`src/rtl/sap1_prog_loader_pkg.sv`:
```
// Shared definitions for the SAP-1 program loader: memory geometry and FSM state encoding.
package sap1_prog_loader_pkg;

  localparam int unsigned MEM_DEPTH = 16;
  localparam int unsigned MEM_AW    = 4;
  localparam int unsigned MEM_DW    = 8;

  typedef enum logic [2:0] {
    IDLE  = 3'd0,
    LOAD  = 3'd1,
    CHECK = 3'd2,
    RUN   = 3'd3,
    FAIL  = 3'd4
  } state_t;

endpackage

```
`src/rtl/sap1_prog_loader.sv`:
```
// Streams a program image into SAP-1 memory, verifies its checksum, and
// holds the CPU in clear until a good image has been loaded.
module sap1_prog_loader
  import sap1_prog_loader_pkg::*;
#(
  parameter int unsigned DEPTH = MEM_DEPTH,
  parameter int unsigned AW    = MEM_AW,
  parameter int unsigned DW    = MEM_DW
) (
  input  logic          clk,
  input  logic          clr,
  input  logic          start,
  input  logic [DW-1:0] in_data,
  input  logic          in_valid,
  output logic          in_ready,
  output logic [AW-1:0] ram_addr,
  output logic [DW-1:0] ram_wdata,
  output logic          ram_we,
  output logic          cpu_clr,
  output logic          done,
  output logic          err,
  output logic [AW:0]   byte_cnt
);

  localparam int unsigned CW = AW + 1;

  state_t        state;
  state_t        state_d;
  logic [DW-1:0] sum;
  logic [DW-1:0] sum_d;
  logic [DW-1:0] check_sum;
  logic [CW-1:0] cnt_d;
  logic [AW-1:0] addr_d;
  logic [DW-1:0] wdata_d;
  logic          we_d;
  logic          ready_d;
  logic          cpu_clr_d;
  logic          done_d;
  logic          err_d;
  logic          xfer;

  // in_ready is registered from the next state, so it always equals a decode of state
  assign xfer      = in_valid && in_ready;
  assign check_sum = sum + in_data;

  // Next-state, datapath and registered-output decode
  always_comb begin
    state_d = state;
    cnt_d   = byte_cnt;
    sum_d   = sum;
    addr_d  = ram_addr;
    wdata_d = ram_wdata;
    we_d    = 1'b0;

    case (state)
      IDLE, RUN, FAIL: begin
        if (start) begin
          state_d = LOAD;
          cnt_d   = '0;
          sum_d   = '0;
          addr_d  = '0;
        end
      end
      LOAD: begin
        if (xfer) begin
          addr_d  = byte_cnt[AW-1:0];
          wdata_d = in_data;
          we_d    = 1'b1;
          sum_d   = check_sum;
          cnt_d   = byte_cnt + CW'(1);
          if (byte_cnt == CW'(DEPTH - 1)) begin
            state_d = CHECK;
          end
        end
      end
      CHECK: begin
        // The checksum byte only decides the outcome; it is never written
        if (xfer) begin
          state_d = (check_sum == '0) ? RUN : FAIL;
        end
      end
      default: state_d = IDLE;
    endcase

    ready_d   = (state_d == LOAD) || (state_d == CHECK);
    cpu_clr_d = (state_d != RUN);
    done_d    = (state_d == RUN);
    err_d     = (state_d == FAIL);
  end

  always_ff @(posedge clk or posedge clr) begin
    if (clr) begin
      state     <= IDLE;
      sum       <= '0;
      byte_cnt  <= '0;
      ram_addr  <= '0;
      ram_wdata <= '0;
      ram_we    <= 1'b0;
      in_ready  <= 1'b0;
      cpu_clr   <= 1'b1;
      done      <= 1'b0;
      err       <= 1'b0;
    end else begin
      state     <= state_d;
      sum       <= sum_d;
      byte_cnt  <= cnt_d;
      ram_addr  <= addr_d;
      ram_wdata <= wdata_d;
      ram_we    <= we_d;
      in_ready  <= ready_d;
      cpu_clr   <= cpu_clr_d;
      done      <= done_d;
      err       <= err_d;
    end
  end

endmodule
```
`config.mk`:
```
export PLATFORM = sky130hd
export DESIGN_NAME = sap1_prog_loader
export DESIGN_NICKNAME = d
export VERILOG_FILES = /design/src/rtl/sap1_prog_loader_pkg.sv /design/src/rtl/sap1_prog_loader.sv
export SDC_FILE = /design/constraint.sdc
export NUM_CORES = 1
export LEC_CHECK = 0
export CORE_ASPECT_RATIO = 1.2
export CORE_MARGIN = 3
export CORE_UTILIZATION = 50
export DETAILED_ROUTE_END_ITERATION = 12
export PLACE_DENSITY = 0.78
export SLEW_MARGIN = 30
export SYNTH_ARGS = -nofsm -noshare
export SYNTH_HDL_FRONTEND = slang
export SYNTH_SLANG_ARGS = --single-unit
export TNS_END_PERCENT = 100
```
`constraint.sdc`:
```
create_clock -name clk -period 3.2 [get_ports clk]
set_input_delay 0.64 -clock clk [delete_from_list [all_inputs] [get_ports clk]]
set_output_delay 0.64 -clock clk [all_outputs]
set_load 0.01 [all_outputs]
```
Word level (Yosys, flattened, before mapping)
Cells that the tools add are included.
{"block": "word_totals", "ff_bits": 33, "latchBits": 0, "ram_bits": 0, "romBits": 0, "output_inout_bits": 22, "elab_cells": 49, "memories": 0}
{"block": "op_classes", "n_addsub": 2, "n_mul": 0, "div_mod_pow": 0, "magnitude_cmp": 0, "eq_ne": 12, "shifts": 0, "mux": 17, "bitwise_logic": 0, "n_reduce_logical": 8}
{"cell": "$mux 8", "n": 2}
{"cell": "$pmux 8 s2", "n": 1}
{"cell": "$mux 3", "n": 5}
{"cell": "$eq 3x2->1 const B", "n": 4}
{"cell": "$mux 5", "n": 2}
{"cell": "$pmux 5 s2", "n": 1}
{"cell": "$pmux 3 s3", "n": 1}
{"cell": "$add 8x8->8", "n": 1}
{"cell": "$logic_not 8->1", "n": 1}
{"cell": "$mux 4", "n": 2}
{"cell": "$pmux 4 s2", "n": 1}
{"cell": "$eq 3x1->1 const B", "n": 2}
{"cell": "$eq 3x3->1 const B", "n": 2}
{"cell": "$add 5x1->5 const B", "n": 1}
{"cell": "$eq 5x4->1 const B", "n": 1}
{"cell": "$ne 2x2->1 const B", "n": 2}
{"cell": "$logic_not 3->1", "n": 1}
{"cell": "$ne 3x2->1 const B", "n": 1}
{"cell": "$reduce_and 3->1", "n": 1}
{"cell": "$reduce_or 3->1", "n": 1}
{"cell": "$mux 1", "n": 2}
{"cell": "$reduce_and 2->1", "n": 1}
{"cell": "$reduce_bool 2->1", "n": 1}
{"cell": "$logic_and 1x1->1", "n": 1}
{"cell": "$logic_or 1x1->1", "n": 1}

Logic depth before layout (Yosys ltp)
Gate-level depths: netlist (run 1).
{"block": "logic_depth", "depth_word": 7, "depth_mapped": 9, "ltp_nobuf": 8}

Worst setup path after synthesis (run 1)
No wires, ideal clock.
{"block": "synth_timing", "path_kind": "input port to flip-flop", "from": "input in_data[0]", "to": "register err", "setup_time_ps": 120, "t_arrival_ps": 2945, "t_required_ps": 3080, "slack_ps": 135, "path_stages": 8, "n_path_buf": 1, "cell_sequence": "ha_1 > fa_1 > xor2_1 > or3_1 > or3_1 > or4_1 > buf_2 > a41o_1"}
{"block": "synth_between", "elab_chain_len": 6}
{"item": "from (decl)", "line_no": "sap1_prog_loader.sv:13", "rtl": "input logic [DW-1:0] in_data,"}
{"item": "$add 8x8->8", "line_no": "sap1_prog_loader.sv:44", "rtl": "assign check_sum = sum + in_data;"}
{"item": "$logic_not 8->1", "line_no": "sap1_prog_loader.sv:79", "rtl": "state_d = (check_sum == '0) ? RUN : FAIL;"}
{"item": "$mux 3", "line_no": "sap1_prog_loader.sv:79"}
{"item": "$mux 3", "line_no": "sap1_prog_loader.sv:78", "rtl": "if (xfer) begin"}
{"item": "$pmux 3 s3", "line_no": "sap1_prog_loader.sv:55", "rtl": "case (state)"}
{"item": "$eq 3x3->1", "line_no": "sap1_prog_loader.sv:88", "rtl": "err_d = (state_d == FAIL);"}
{"item": "named net err_d", "line_no": "sap1_prog_loader.sv:39", "rtl": "logic err_d;"}
{"item": "to (signal assigned)", "line_no": "sap1_prog_loader.sv:113", "rtl": "err <= err_d;"}
{"item": "to (decl)", "line_no": "sap1_prog_loader.sv:21", "rtl": "output logic err,"}
The timed path passes the listed nets, and every way through them passes these cells.
A chain may end at the register's enable or synchronous reset.

Final worst setup path (run 1)
{"block": "layout_timing", "from": "input in_data[0]", "to": "register state[2]"}
{"block": "layout_between", "elab_chain_len": 5}
{"item": "$add 8x8->8", "line_no": "sap1_prog_loader.sv:44"}
{"item": "$logic_not 8->1", "line_no": "sap1_prog_loader.sv:79"}
{"item": "$mux 3", "line_no": "sap1_prog_loader.sv:79"}
{"item": "$mux 3", "line_no": "sap1_prog_loader.sv:78"}
{"item": "$pmux 3 s3", "line_no": "sap1_prog_loader.sv:55"}
{"item": "named net state_d[2]", "line_no": "sap1_prog_loader.sv:28", "rtl": "state_t state_d;"}
{"item": "to (signal assigned)", "line_no": "sap1_prog_loader.sv:104", "rtl": "state <= state_d;"}
{"item": "to (decl)", "line_no": "sap1_prog_loader.sv:27", "rtl": "state_t state;"}
The timed path passes the listed nets, and every way through them passes these cells.

==> results of run 1 <==
==> placed cells by master (no fill, tap or decap), drive strengths merged, types with 2 or more instances in the layout <==
cell,count
a211oi,2
nand2b,2
a22o,13
nand2,30
o22ai,2
a21oi,9
o21bai,2
nand3,2
o21ai,9
xor2,4
clkinv,2
xnor2,3
clkbuf,6
clkdlybuf4s50,33
nor2,8
a41o,2
ha,9
dfrtp,32
buf,15
or3,3
nor3b,2
inv,5
==> synthesized netlist by cell type, drive strengths merged <==
cell | number | area [um2]
a211oi | 2 | 25.0
a21o | 1 | 7.51
a21oi | 9 | 45.0
a22o | 13 | 115
a31oi | 1 | 6.26
a41o | 2 | 20.0
a41oi | 1 | 8.76
and2 | 1 | 6.26
and3 | 1 | 6.26
buf | 2 | 8.75
clkbuf | 4 | 15.0
dfrtp | 32 | 801
dfstp | 1 | 26.3
fa | 1 | 20.0
ha | 9 | 113
inv | 5 | 18.8
nand2 | 30 | 113
nand2b | 2 | 12.5
nand3 | 2 | 10.0
nand3b | 1 | 7.51
nor2 | 8 | 30.0
nor2b | 1 | 6.26
nor3b | 2 | 15.0
nor4b | 1 | 8.76
o21ai | 9 | 45.0
o21bai | 2 | 15.0
o22a | 1 | 10.0
o22ai | 2 | 12.5
o31ai | 1 | 7.51
or2 | 1 | 6.26
or3 | 3 | 18.8
or4 | 1 | 7.51
xnor2 | 3 | 26.3
xor2 | 4 | 35.0
==> state kept, by name, summed over array words and instances, names as in the netlist <==
| register | cells |
|---|---|
| byte_cnt | 5 |
| sum | 8 |
| ram_we | 1 |
| state | 3 |
| cpu_clr | 1 |
| ram_wdata | 8 |
| ram_addr | 4 |
| done | 1 |
| err | 1 |
| in_ready | 1 |
==> cells by family (layout without fill, tap and decap cells) <==
kind of cell               Yosys count  after routing  share of synthesized area
xor gates and xnor gates             7              7                     0.0376
adders and majority gates           10             10                     0.0814
DFF                                 33             33                      0.508
buffers and inverters               11             61                     0.0261
and+or+nand+nor                     54             54                      0.152
AOI/OAI and AO/OA                   44             44                      0.195
==> final timing paths <==
path	depth (start not counted)	end	slack, ns	startpoint
worst max-delay path	8	state[2]	0.11	in_data[0]
worst min-delay path	2	ram_wdata[6]	0.49	ram_wdata[6]
worst max register to register	7	state[2]	0.45	sum[0]
worst min register to register	2	ram_wdata[6]	0.49	ram_wdata[6]
max in group asynchronous	3	cpu_clr	2.21	clr
min in group asynchronous	3	done	0.68	clr
==> per-stage QoR <==
stage	setup TNS (ns)	power [W]
2_1_floorplan	0	0.00133
3_3_place_gp	-1.70	0.00181
3_5_place_dp	-2.09	0.00185
4_1_cts	0	0.00209
5_1_grt	0	0.00225
6_report	0	0.00208
==> worst register-to-register path: cells and delay by family, from the launching register on <==
kind | cells | cell delay (ns)
flip-flops | 1 | 0.40
XOR/XNOR | 1 | 0.18
adder cells (fa/ha/maj) | 2 | 0.59
AND/OR/NAND/NOR | 3 | 1.21
AO/OA/AOI/OAI | 1 | 0.26
==> repair_timing <==
action,CTS,global route
setup endpoints to repair,2,1
setup buffers,0,0
gates resized for setup,2,0
cloned,0,0
pin swaps,0,1
hold buffers,0,0
==> power by group through the flow <==
stage,logic (W),registers [W],clock network (W)
after floorplan,0.000586,0.000740,0
after global placement,0.00111,0.000702,0
after detailed placement,0.00114,0.000712,0
after CTS,0.00116,0.000708,0.000227
after global routing,0.00128,0.000730,0.000243
final,0.00115,0.000709,0.000222
==> layer usage <==
layer  GRT usage  up-vias  share of wire
met2       0.352       30           0.49
li1            -      663              -
met3      0.0540       10          0.041
met5           0        -              0
met4       0.110        0          0.030
met1       0.241      683           0.43
==> final cells by class <==
class                   instances  area [um2]  share of cell area
clock inverters                 2        10.0             0.00465
multi-input cells             115         766               0.356
well taps                      36        45.0              0.0209
repair buffers                 48         443               0.206
inverters                       5        18.8             0.00873
flip-flops and latches         33         827               0.385
clock buffers                   6        41.3              0.0192
==> impl_metrics.ini, run 1 <==
[timing]
fin_ws_ns = 0.110
tightest_slew_ns = 0.576
period_needed_ns = 3.09
fin_skew_ns = 0.0119
hold_viol_final = 0
slew_headroom = 0.615
finalSetupViolations = 0
grt_setup_unrepaired = false
timing.final.crit_share = 0.966
fmax_ghz = 0.324
slew_viol_final = 0
holdWs_ns = 0.489

[synth]
synth_warnings = 0
avgSynthCellArea_um2 = 10.2
seq_area_frac_synth = 0.508
synth_nets = 181
synth-seq-cells = 33
syn_area_um2 = 1630
syn_inst = 159
synth_cell_types = 36

[die]
die_w_um = 58.1
core-area_um2 = 3080
placementRows = 22
initial_core_util = 0.528
dieArea_um2 = 3980
chipHeight_um = 68.5
io_pins = 34

[worst_setup_path]
critPathArrivalTime_ns = 3.32
slowest_stage = or4_4
crit_path_cell_trace = clkdlybuf4s50_1, ha_1, fa_2, xor2_1, or3_1, or3_1, or4_4, a41o_1
critPathMaxStageDelay_ns = 0.52
crit_top_cell = or3_1
start_kind = input pin
crit_required_ns = 3.43
crit_type = in -> reg
endpoint_kind = flip-flop
path_buf_inv = 1
crit_fanout = 6
critPathTopFamily = simple AND/OR/NAND/NOR gates

[clock_tree]
cts-buffers-inserted = 5
h-tree-depth = 2
clockRootBuffer = clkbuf_4
cts_sinks = 33
tritoncts = yes
cts_buffer_depth = 2
clkSlewWorstSetupHoldPaths_ns = 0.09
clock_latency_ns = 0.34

[placed_design]
post-place-ws_ns = -0.418
port_buffers = 33
place_congestion = 0.861
dp_hpwl_um = 2590
placed_cells = 237
place_area_um2 = 2090

[drt]
wl_um = 3600
viasPerCell = 5.66
routedWlPerCell_um = 14.7
num_vias = 1386
drc = 0
firstDrtPassIters = 4
drt_iter0_drc = 57
antenna_left = 0

[cells_and_area]
diodes = 0
final_util = 0.698
fin_cells = 245
final_cell_area_um2 = 2150
num-fill-cells = 249
area_growth_pct = 32.0
drive_gt1_frac = 0.144
fin_nets = 230

[flow_run]
drv_cap = 0

[grt]
antenna_found_initial = 0
grt_usage = 0.207
grt_pass1_vias = 1358
grt_pass1_wl_um = 6090
grt_overflow = 0
grt_max_degree = 34

[power_and_ir_drop]
comb_power_share = 0.552
p_leak_nw = 1.02
p_sw_frac = 0.383
p_seq_frac = 0.341
p_int_w = 0.00128
pwr-share-clk = 0.107
power.density_nw_per_um2 = 966
peakVddDrop_mv = 0.540
p_sw_w = 0.000797

[outcome]
status = completed

[min_path]
min_path_type = reg -> reg
Power figures use the tool's default switching activity.
==> run 2: changes to the inputs <==
Settings changed: SLEW_MARGIN 30 to 40.
==> results of run 2 <==
Final layout, timing and power as in run 1 (identical DEF).
